[config.mk]
export PLATFORM = sky130hd
export DESIGN_NAME = wb_merge_unit
export DESIGN_NICKNAME = d
export VERILOG_FILES = /design/src/rtl/wb_merge_unit.sv
export SDC_FILE = /design/constraint.sdc
export NUM_CORES = 1
export LEC_CHECK = 0
export CORE_ASPECT_RATIO = 1.2
export CORE_UTILIZATION = 55
export DETAILED_ROUTE_END_ITERATION = 8
export GPL_TIMING_DRIVEN = 0
export PLACE_DENSITY_LB_ADDON = 0.3
export SETUP_SLACK_MARGIN = 0.5
export SLEW_MARGIN = 10
export SYNTH_ARGS = -nofsm -noshare
export SYNTH_HDL_FRONTEND = slang
export SYNTH_SLANG_ARGS = --single-unit
[constraint.sdc]
create_clock -name clk -period 3.4 [get_ports clk]
set_input_delay 0.68 -clock clk [delete_from_list [all_inputs] [get_ports clk]]
set_output_delay 0.68 -clock clk [all_outputs]
set_load 0.005 [all_outputs]
[src/rtl/wb_merge_unit.sv]
// -----------------------------------------------------------------------------
// wb_merge_unit
//
// Writeback merge stage. Up to NUM_CH result producers (channel 0 is the main
// pipeline; higher channels are long-latency units) each push into their own
// FIFO. Load results are formatted (LB/LH/LW/LBU/LHU) before they are stored,
// so each FIFO holds final register data. One arbiter pops at most one FIFO per
// cycle into a registered register-file write port.
//
// Handshake: a channel transfer happens on a rising edge where
// ch_valid[i] && ch_ready[i]. ch_ready[i] depends only on the registered FIFO
// count, never on ch_valid or on a same-cycle pop.
//
// Ports:
//   clk, rst_n      clock, asynchronous active-low reset
//   flush           synchronous discard of all buffered and in-flight results
//   ch_valid/ready  per-channel handshake
//   ch_rd           5-bit destination index per channel (rd=0 is dropped)
//   ch_data         32-bit raw result per channel
//   ch_is_load      apply load formatting to ch_data
//   ch_funct3       load type per channel
//   ch_byte_off     load address bits [1:0] per channel
//   rf_we/rd/wdata  registered register-file write port
//   busy            any FIFO non-empty or rf_we high
// -----------------------------------------------------------------------------
module wb_merge_unit #(
   parameter int NUM_CH     = 2,
   parameter int FIFO_DEPTH = 4,
   parameter int PRIO_MODE  = 0
) (
   input  logic                 clk,
   input  logic                 rst_n,
   input  logic                 flush,
   input  logic [NUM_CH-1:0]    ch_valid,
   output logic [NUM_CH-1:0]    ch_ready,
   input  logic [NUM_CH*5-1:0]  ch_rd,
   input  logic [NUM_CH*32-1:0] ch_data,
   input  logic [NUM_CH-1:0]    ch_is_load,
   input  logic [NUM_CH*3-1:0]  ch_funct3,
   input  logic [NUM_CH*2-1:0]  ch_byte_off,
   output logic                 rf_we,
   output logic [4:0]           rf_rd,
   output logic [31:0]          rf_wdata,
   output logic                 busy
);

   localparam int PW  = (FIFO_DEPTH > 1) ? $clog2(FIFO_DEPTH) : 1;
   localparam int CW  = $clog2(FIFO_DEPTH + 1);
   localparam int CHW = (NUM_CH > 1) ? $clog2(NUM_CH) : 1;
   localparam logic [CW-1:0] FULL_CNT = CW'(FIFO_DEPTH);

   // Load formatting: selects byte/halfword by offset and extends.
   function automatic logic [31:0] fmt_load(input logic [31:0] word,
                                            input logic [2:0]  f3,
                                            input logic [1:0]  off);
      logic [7:0]  b;
      logic [15:0] h;
      logic [31:0] res;
      b = word[{off, 3'b000} +: 8];
      h = off[1] ? word[31:16] : word[15:0];
      case (f3)
         3'b000:  res = {{24{b[7]}}, b};
         3'b001:  res = {{16{h[15]}}, h};
         3'b010:  res = word;
         3'b100:  res = {24'd0, b};
         3'b101:  res = {16'd0, h};
         default: res = word;
      endcase
      return res;
   endfunction

   logic [NUM_CH-1:0] w_nonempty;
   logic [NUM_CH-1:0] w_gnt_vec;
   logic [4:0]        w_head_rd   [NUM_CH];
   logic [31:0]       w_head_data [NUM_CH];
   logic              w_gnt_valid;
   logic [CHW-1:0]    w_gnt_idx;
   logic [4:0]        w_sel_rd;
   logic [31:0]       w_sel_data;

   logic              r_rf_we;
   logic [4:0]        r_rf_rd;
   logic [31:0]       r_rf_wdata;
   logic [CHW-1:0]    r_rr_ptr;

   // ---------------------------------------------------------------------------
   // Per-channel FIFOs
   // ---------------------------------------------------------------------------
   for (genvar gi = 0; gi < NUM_CH; gi++) begin : g_ch
      logic [4:0]    r_mem_rd   [FIFO_DEPTH];
      logic [31:0]   r_mem_data [FIFO_DEPTH];
      logic [PW-1:0] r_wr_ptr;
      logic [PW-1:0] r_rd_ptr;
      logic [CW-1:0] r_count;
      logic [31:0]   w_fmt_data;
      logic          w_full;
      logic          w_push;
      logic          w_pop;

      assign w_fmt_data = ch_is_load[gi]
                          ? fmt_load(ch_data[gi*32 +: 32], ch_funct3[gi*3 +: 3],
                                     ch_byte_off[gi*2 +: 2])
                          : ch_data[gi*32 +: 32];

      assign w_full         = (r_count == FULL_CNT);
      assign ch_ready[gi]   = ~w_full;
      assign w_nonempty[gi] = (r_count != '0);

      // rd=0 completes the handshake but is never stored; flush drops inputs.
      assign w_push = ch_valid[gi] & ~w_full & (ch_rd[gi*5 +: 5] != 5'd0) & ~flush;
      assign w_pop  = w_gnt_vec[gi];

      assign w_head_rd[gi]   = r_mem_rd[r_rd_ptr];
      assign w_head_data[gi] = r_mem_data[r_rd_ptr];

      always_ff @(posedge clk) begin
         if (w_push) begin
            r_mem_rd[r_wr_ptr]   <= ch_rd[gi*5 +: 5];
            r_mem_data[r_wr_ptr] <= w_fmt_data;
         end
      end

      always_ff @(posedge clk or negedge rst_n) begin
         if (!rst_n) begin
            r_wr_ptr <= '0;
            r_rd_ptr <= '0;
            r_count  <= '0;
         end else if (flush) begin
            r_wr_ptr <= '0;
            r_rd_ptr <= '0;
            r_count  <= '0;
         end else begin
            if (w_push) r_wr_ptr <= r_wr_ptr + 1'b1;
            if (w_pop)  r_rd_ptr <= r_rd_ptr + 1'b1;
            case ({w_push, w_pop})
               2'b10:   r_count <= r_count + 1'b1;
               2'b01:   r_count <= r_count - 1'b1;
               default: r_count <= r_count;
            endcase
         end
      end
   end

   // ---------------------------------------------------------------------------
   // Arbiter: search order starts at rr_ptr (round-robin) or at 0 (fixed).
   // The inner loop compares against a constant index so no variable-width
   // array select is needed.
   // ---------------------------------------------------------------------------
   always_comb begin
      int idx;
      idx         = 0;
      w_gnt_vec   = '0;
      w_gnt_valid = 1'b0;
      w_gnt_idx   = '0;
      w_sel_rd    = '0;
      w_sel_data  = '0;
      for (int k = 0; k < NUM_CH; k++) begin
         idx = (PRIO_MODE == 1) ? k : int'(r_rr_ptr) + k;
         if (idx >= NUM_CH) idx = idx - NUM_CH;
         for (int j = 0; j < NUM_CH; j++) begin
            if (!flush && !w_gnt_valid && (j == idx) && w_nonempty[j]) begin
               w_gnt_valid  = 1'b1;
               w_gnt_vec[j] = 1'b1;
               w_gnt_idx    = CHW'(j);
               w_sel_rd     = w_head_rd[j];
               w_sel_data   = w_head_data[j];
            end
         end
      end
   end

   // ---------------------------------------------------------------------------
   // Output register and round-robin pointer
   // ---------------------------------------------------------------------------
   always_ff @(posedge clk or negedge rst_n) begin
      if (!rst_n) begin
         r_rf_we    <= 1'b0;
         r_rf_rd    <= '0;
         r_rf_wdata <= '0;
         r_rr_ptr   <= '0;
      end else if (flush) begin
         r_rf_we  <= 1'b0;
         r_rr_ptr <= '0;
      end else begin
         r_rf_we <= w_gnt_valid;
         if (w_gnt_valid) begin
            r_rf_rd    <= w_sel_rd;
            r_rf_wdata <= w_sel_data;
            if (PRIO_MODE == 0) begin
               r_rr_ptr <= (w_gnt_idx == CHW'(NUM_CH - 1)) ? '0 : w_gnt_idx + 1'b1;
            end
         end
      end
   end

   assign rf_we    = r_rf_we;
   assign rf_rd    = r_rf_rd;
   assign rf_wdata = r_rf_wdata;
   assign busy     = r_rf_we | (|w_nonempty);

endmodule
==> metrics.txt, run 1 <==
Max-Cap Viols=0; Detailed Routing Iterations Pass 1=5; Worst Tran Pin Value=~0.84 ns; clk root buf=clkbuf_16; status=finished clean; synth top area cells=edfxtp_1 (61%), mux4_2 (12%), dfrtp_1 (9.0%); worst skew pair latency=0.52 ns; Leak=between 6 and 7 nW; Area Overhead vs Synth=20.7%; fin crit period=2.87 ns; critical path's largest stage delay=between 0.5 and 0.6 ns; core footprint=26300 µm²; number of library cell types mapped by synthesis=48; synthesized area=~15000 µm²; Routed Antenna Nets=0; Setup Viol. Count Final=0; syn nets=about 1000; flops & latches, synth=approximately 350; CTS Sinks=349; # fillers=~1800; Remaining DRCs=0; maximum vdd drop=between 400 and 500 µV; ys flop type=edfxtp_1; Worst Skew=0.0187 ns; drt total wl=between 30000 and 40000 µm; Fin Hold WS=around 0.2 ns; critical path endpoint category=output port; Port Buf Inserts=131; Yosys warnings=0; DRT iter0 DRCs=846; hpwl dp=23300 µm; sequential area share after synthesis=69.5%; CTS Buf Count=35; antenna diode count=0; number of nets in the layout=1188; layout cells sized above 1=between 10% and 20%; cell count after synthesis=about 900; Crit Path Max Fanout=7; row cnt=between 60 and 70; vias in the first global route=slightly below 9000; CP Class=flip-flop to output port; synthesized area per cell=between 15 and 20 µm²; via count=between 8000 and 9000; Worst EP arrival=2.19 ns; hold-fix buffers at CTS=0; routed length per instance=23.9 µm; CTS tree=yes; Final Wtd Congestion=0.909; area occupied by multi-input gates=between 4000 and 5000 µm²; Via-to-Cell Ratio=roughly 6.0; CP Data Required Time=2.72 ns; initial antenna violation count=0; pwr dens=a little over 700 nW/µm²; GRT overflow=0; Setup crit start kind=flip-flop; FFs w/ async S/R, synth=15.2%; Max Fclk=0.348 GHz; Commonest cells post-synth=edfxtp_1 (296), nand2_1 (175), mux4_2 (76), dfrtp_1 (53), a22oi_1 (51); most frequent cell after synthesis=edfxtp_1; H-tree depth=2; initial core utilization=a little under three fifths; Max clock buf depth=3; CTS clk-pin slew, worst paths=around 0.06 ns; CP max-delay cell=nor3_2; share of Yosys cell area claimed by the top area cell type=roughly three fifths; Buf/Inv on CP=1; largest net degree at the start of global routing=54; worst-path cell chain=nor3_2 > nand3b_1 > clkdlybuf4s50_1; worst relative slew slack=a little over two fifths; Horiz. Die Dim=between 150 and 200 µm; HP Class=input pin to asynchronous set/reset pin; die area=between 20000 and 30000 µm²; CP top delay family=simple AND/OR/NAND/NOR gates; RSZ-0062 raised after global routing=no; sum of negative setup slack=0 ns; Die Y=around 180 µm; final hold violations=0; Yosys top cell by area=edfxtp_1; gr usage total=26.0%; EDFF count, synth=about 300; Slew Viols, Final=0; first-pass GRT wire length=roughly 51000 µm; register area=about 10000 µm²; # IOs=approximately 130; Final period util=a little over four fifths
worst register-to-register path, stage by stage (launching register included):
cell,delay [ns]
dfrtp_1,0.47
nor3_2,0.54
nor3_2,0.19
clkbuf_1,0.26
and2_1,0.21
fa_1,0.44
nor3b_1,0.17
o311a_1,0.33
layout by cell type (no fill, tap or decap), drive strengths merged, types with 10 or more instances in the layout:
master,instances
and2,10
clkdlybuf4s50,130
nor2,42
a221oi,16
buf,36
o2bb2ai,14
nand2,175
mux2i,18
a22oi,51
clkbuf,76
dfrtp,53
o22ai,14
inv,13
mux4,76
clkinv,10
edfxtp,296
per-layer routing:
layer | track usage [%] | routed length [µm] | vias to the layer above
li1 | - | - | 3903
met1 | 33.9 | 13400 | 4421
met2 | 43.8 | 17900 | 354
met3 | 3.74 | 1990 | 68
met4 | 10.5 | 1270 | 0
met5 | 0 | 0 | -
repair_timing:
action	4_1_cts	5_1_grt
setup buffers	0	0
gates resized for setup	1	2
endpoints found under the setup margin	2	15
worst paths after layout:
check	from	end	slack (ns)	depth (start not counted)
worst max-delay path	g_ch[0].r_count[0]$_DFFE_PN0P_	busy	0.53	3
worst min-delay path	rst_n	rf_rd[3]$_DFFE_PN0P_	0.21	1
worst max register to register	g_ch[0].r_count[0]$_DFFE_PN0P_	g_ch[0].r_count[2]$_DFFE_PN0P_	0.68	7
worst min register to register	rf_rd[1]$_DFFE_PN0P_	rf_rd[1]$_DFFE_PN0P_	0.46	2
max in group asynchronous	rst_n	rf_wdata[6]$_DFFE_PN0P_	2.68	1
min in group clk	rf_rd[1]$_DFFE_PN0P_	rf_rd[1]$_DFFE_PN0P_	0.46	2
final cells by class:
cell class	instances	area share, %
Inverter	11	0.233
Clock buffer	48	5.62
Clock inverter	15	0.685
Sequential cell	349	57.6
Timing Repair Buffer	139	8.33
Buffer	55	1.39
Tap cell	335	2.36
Multi-Input combinational cell	496	23.8
metrics by stage:
step	util, %	setup slack (ns)	std cells	power (mW)	cell area (µm²)
after floorplan	-	0.759	911	7.54	14700
after global routing	67.5	0.491	1448	13.1	17700
after global placement	62.5	-0.443	1377	8.84	16400
final	67.5	0.529	1448	12.6	17700
after detailed placement	63.2	0.110	1385	8.96	16600
after CTS	67.5	0.508	1448	12.7	17700
kinds of logic (layout without fill, tap and decap cells):
logic type | count (synthesis) | after routing | share of synthesized area [%]
mux | 97 | 97 | 13.1
flops | 349 | 349 | 69.5
simple gates | 259 | 259 | 7.47
buf+inv | 66 | 268 | 1.96
compound gates | 121 | 121 | 6.45
fa+ha+maj | 10 | 10 | 0.954
xor+xnor | 9 | 9 | 0.537
report_power, final:
| part | internal (mW) | leakage, nW | switching [mW] | total [mW] |
|---|---|---|---|---|
| logic | 1.66 | 2.38 | 1.75 | 3.41 |
| registers | 5.22 | 3.37 | 0.267 | 5.48 |
| clock network | 2.14 | 0.542 | 1.58 | 3.72 |
| total | 9.02 | 6.29 | 3.60 | 12.6 |
registers in the layout (all words and copies together) (netlist names):
name / flops
g_ch.r_mem_data: 256
g_ch.r_mem_rd: 40
rf_wdata: 32
g_ch.r_count: 6
rf_rd: 5
g_ch.r_rd_ptr: 4
g_ch.r_wr_ptr: 4
r_rr_ptr: 1
rf_we: 1
(Power assumes the default switching activity.)
==> run 2, diff against run 1 <==
--- a/config.mk
+++ b/config.mk
@@ -6,7 +6,7 @@
 export NUM_CORES = 1
 export LEC_CHECK = 0
 export CORE_ASPECT_RATIO = 1.2
-export CORE_UTILIZATION = 55
+export CORE_UTILIZATION = 52
 export DETAILED_ROUTE_END_ITERATION = 8
 export GPL_TIMING_DRIVEN = 0
 export PLACE_DENSITY_LB_ADDON = 0.3
==> constraint.sdc (replaced) <==
create_clock -name clk -period 2.6 [get_ports clk]
set_input_delay 0.52 -clock clk [delete_from_list [all_inputs] [get_ports clk]]
set_output_delay 0.52 -clock clk [all_outputs]
set_load 0.005 [all_outputs]
==> metrics.txt, run 2 (synthesis gave the netlist of run 1 again) <==
reg2reg end=g_ch[0].r_count[2]$_DFFE_PN0P_; Crit Path Max Fanout=5; Worst Tran Pin Value=~0.82 ns; largest net degree at the start of global routing=54; Worst Skew=about 0.012 ns; Fin Hold WS=between 0.06 and 0.07 ns; Horiz. Die Dim=between 150 and 200 µm; RSZ-0062 raised after global routing=yes; CTS Sinks=about 350; launch point of the worst reg-to-reg path=g_ch[0].r_count[0]$_DFFE_PN0P_; H-tree depth=2; layout cells sized above 1=a little under a quarter; Remaining DRCs=0; GRT overflow=0; number of nets in the layout=~1200; CTS clk-pin slew, worst paths=roughly 0.060 ns; via count=between 8000 and 9000; hpwl dp=approximately 23000 µm; initial antenna violation count=0; drt total wl=~36000 µm; Final Wtd Congestion=roughly 0.88; Crit. Startpoint=g_ch[0].r_count[0]$_DFFE_PN0P_; antenna diode count=0; worst relative slew slack=between 40% and 50%; Setup crit start kind=flip-flop; maximum vdd drop=about 570 µV; Worst EP arrival=approximately 2.6 ns; Worst R2R Path Depth=8; CTS tree=yes; most frequent cells in the layout=edfxtp_1 (296), nand2_1 (171), clkdlybuf4s50_1 (120); Top reg by flops=g_ch.r_mem_data; Leak=~6.6 nW; gr usage total=between 20 and 25%; row cnt=67; HP Class=input pin to asynchronous set/reset pin; routed length per instance=between 20 and 25 µm; DRT iter0 DRCs=slightly above 800; core footprint=between 20000 and 30000 µm²; first-pass GRT wire length=just over 50000 µm; Detailed Routing Iterations Pass 1=6; CP Class=flip-flop to flip-flop; Via-to-Cell Ratio=between 5 and 6; Worst setup endpoint=g_ch[0].r_count[2]$_DFFE_PN0P_; initial core utilization=approximately 53%; CTS Buf Count=34; hold-fix buffers at CTS=0; Largest register FFs=256; Max-Cap Viols=0; Port Buf Inserts=~130; Slew Viols, Final=0; sum of negative setup slack=0 ns; Routed Antenna Nets=0; die area=28900 µm²; worst skew pair latency=between 0.5 and 0.6 ns; clk root buf=clkbuf_16; Area Overhead vs Synth=24.2%; CP Data Required Time=around 3.0 ns; vias in the first global route=a little under 9000; Total Power=17.3 mW; status=finished clean; Max Fclk=0.448 GHz; Max clock buf depth=3; Setup Viol. Count Final=0; pwr dens=approximately 950 nW/µm²; Die Y=between 150 and 200 µm; # IOs=approximately 130; Final period util=a little under nine tenths; final hold violations=0; reg-to-reg setup timing slack=approximately 0.37 ns; critical path endpoint category=flip-flop; fin crit period=about 2.2 ns; most common cell after layout, fill and taps aside=edfxtp_1
==> run 2: worst min path at each step <==
stage / startpoint / endpoint / slack (ns)
6_report: rst_n / rf_rd[2]$_DFFE_PN0P_ / 0.07
5_1_grt: rst_n / rf_rd[2]$_DFFE_PN0P_ / 0.12
4_1_cts: rst_n / rf_rd[2]$_DFFE_PN0P_ / 0.09
3_5_place_dp: rf_rd[0]$_DFFE_PN0P_ / rf_rd[0]$_DFFE_PN0P_ / 0.46
3_3_place_gp: rf_rd[1]$_DFFE_PN0P_ / rf_rd[1]$_DFFE_PN0P_ / 0.45
2_1_floorplan: rst_n / g_ch[0].r_count[0]$_DFFE_PN0P_ / 0.22
==> run 2: worst max-delay path, cell delays in order (launching register included) <==
cell and delay, ns:
dfrtp_2 0.45, nor3_4 0.23, buf_4 0.16, nor3_4 0.04, clkbuf_8 0.15, and2_4 0.15
fa_2 0.39, nor3b_4 0.18, o311a_1 0.36
==> run 2: metrics by stage <==
step                      setup slack, ns  utilization [%]  instance area (µm²)  instances
after global routing                0.345             65.6                18300       1527
after floorplan                     0.357                -                14700        911
after global placement             -0.815             59.3                16500       1421
final                               0.369             65.6                18300       1527
after CTS                           0.379             64.8                18000       1513
after detailed placement           -0.547             59.3                16500       1421
==> run 2: what timing repair did <==
item | in CTS | in global routing
resized for setup | 54 | 47
pin swaps | 14 | 17
setup endpoints to repair | 417 | 467
setup buffers | 28 | 8
gates cloned | 2 | 6
==> run 2: power by group <==
group          leakage, nW  internal, mW  switching (mW)  total (mW)
Combinational         2.63          2.50            2.51        5.01
Clock                0.573          3.12            2.02        5.14
Sequential            3.36          6.83           0.346        7.17
Total                 6.56          12.5            4.87        17.3
==> run 2: layout make-up <==
| class | count | area, µm² |
|---|---|---|
| flip-flops and latches | 349 | 10200 |
| repair buffers | 167 | 1580 |
| inverters | 11 | 41.3 |
| fillers | 1950 | 9580 |
| well taps | 379 | 474 |
| clock buffers | 46 | 970 |
| plain buffers | 55 | 289 |
| multi-input cells | 504 | 4470 |
| clock inverters | 16 | 206 |
==> run 2: layer usage <==
metal	up-vias	track usage, %	share of wire (%)
li1	3977	-	-
met1	4533	31.1	38
met2	376	42.4	52
met3	84	4.73	6.6
met4	0	9.69	3.6
met5	-	0	0
==> patch (flow settings as in run 2) <==
Change the parameter `PRIO_MODE` from 0 to 1.
--- a/src/rtl/wb_merge_unit.sv
+++ b/src/rtl/wb_merge_unit.sv
@@ -26,7 +26,7 @@
 module wb_merge_unit #(
    parameter int NUM_CH     = 2,
    parameter int FIFO_DEPTH = 4,
-   parameter int PRIO_MODE  = 0
+   parameter int PRIO_MODE  = 1
 ) (
    input  logic                 clk,
    input  logic                 rst_n,
Check against the original RTL: not equivalent (a bounded check fails within 4 cycles, from zero or initial values and one cycle with rst_n low).
==> patch against run 2 <==
Synthesized cell count shrank 9.1%; area after synthesis shrank 1.0%; routed wire length shrank 1.3%; sequential cell count shrank 1; cell area grew 0.53%; setup slack lost 210 ps; clock power shrank 6.0%; power grew 1.9%; fmax shrank 8.5%.
==> patch: results <==
[global_routing]
grt_pass1_wl_um = 52400
grtUsageTotal = 0.254
grt_util_met1 = 0.347
grt_pass1_vias = 8722
grt_util_met3 = 0.0346
grt_max_degree = 36

[yosys]
synth_area_leaders = edfxtp_1 (61%), mux4_2 (12%), dfrtp_1 (8.9%)
synth-xor-area-share = 0.00533
syn_area_sq_um = 14500
synth_compound_area_frac = 0.101
synth_adder_area_share = 0.00964
synth_fp_nets = 929
synth_common_cells = edfxtp_1 (296), mux4_2 (76), nand2_1 (59), dfrtp_1 (52), a22oi_1 (51)
yosys-mux-area-fraction = 0.124
postSynth.asyncResetShare = 0.149
yosys.cell_types.count = 46

[drt]
dr.pass1.iters = 5
wl_met1_um = 14200
drt_first_iter_violations = 839
met3_length_um = 2430
met2_length_um = 18000
wire_per_inst_um = 24.4
wl_um = 35700
vias_per_cell = 6.06

[timing]
period_share = 0.938
timing.hold.ws_ps = 440

[placement]
placed_cells = 1333
dp_hpwl_um = 22500
pre_cts_ws_ps = -450
gp_congestion = 0.860
port_buffers = 130
placed_area_sq_um = 16400

[status]
status = complete, no violations

[cells_and_area]
layout-drive-gt1-share = 0.255
fin_nets = 1165
nMultiInputCombCells = 425
non_clock_buffer_count = 246
clk_share = 0.0596
final.clkbuf_count = 49
n_fill_cell = 1817
inv_count = 8
multi_input_area_share = 0.232

[critical_path]
max_stage_delay_ps = 430
path_class = flip-flop to output pin
worstPathMaxFanout = 3
reg2reg_depth = 9
arrival_ps = 1920
crit_end = busy

[pwr]
clock_power_share = 0.274
pg_seq_mw = 7.18
leakage_nw = 6.46
netSwitchingPower_mw = 5.11
ir_drop_uv = 547

[clock_network]
cts_sinks = 348

[worst_hold_path]
hold_path_class = input port to flip-flop
## patch: timing repair
| item | in CTS | in global routing |
|---|---|---|
| endpoints found under the hold margin | 17 | 0 |
| pin swaps | 19 | 20 |
| hold buffers | 1 | 0 |
| setup buffers | 28 | 31 |
| endpoints found under the setup margin | 377 | 413 |
| gates cloned | 8 | 0 |
| gates resized for setup | 64 | 30 |
## patch: kinds of logic (layout without fill, tap and decap cells)
kind of cell,after synthesis,after routing
buffers and inverters,63,315
flip-flops,348,348
adder cells (fa/ha/maj),10,10
multiplexers,84,84
XOR/XNOR,8,8
AND/OR/NAND/NOR,120,128
AO/OA/AOI/OAI,195,195
## patch: worst reg2reg max path, stage by stage (launching register included)
cell and delay, ps:
dfrtp_2 430, buf_6 130, nor3_4 240, nor2_4 60, buf_6 110, and3_4 170, fa_2 330, or3_1 300
mux2i_1 170, mux2_2 350
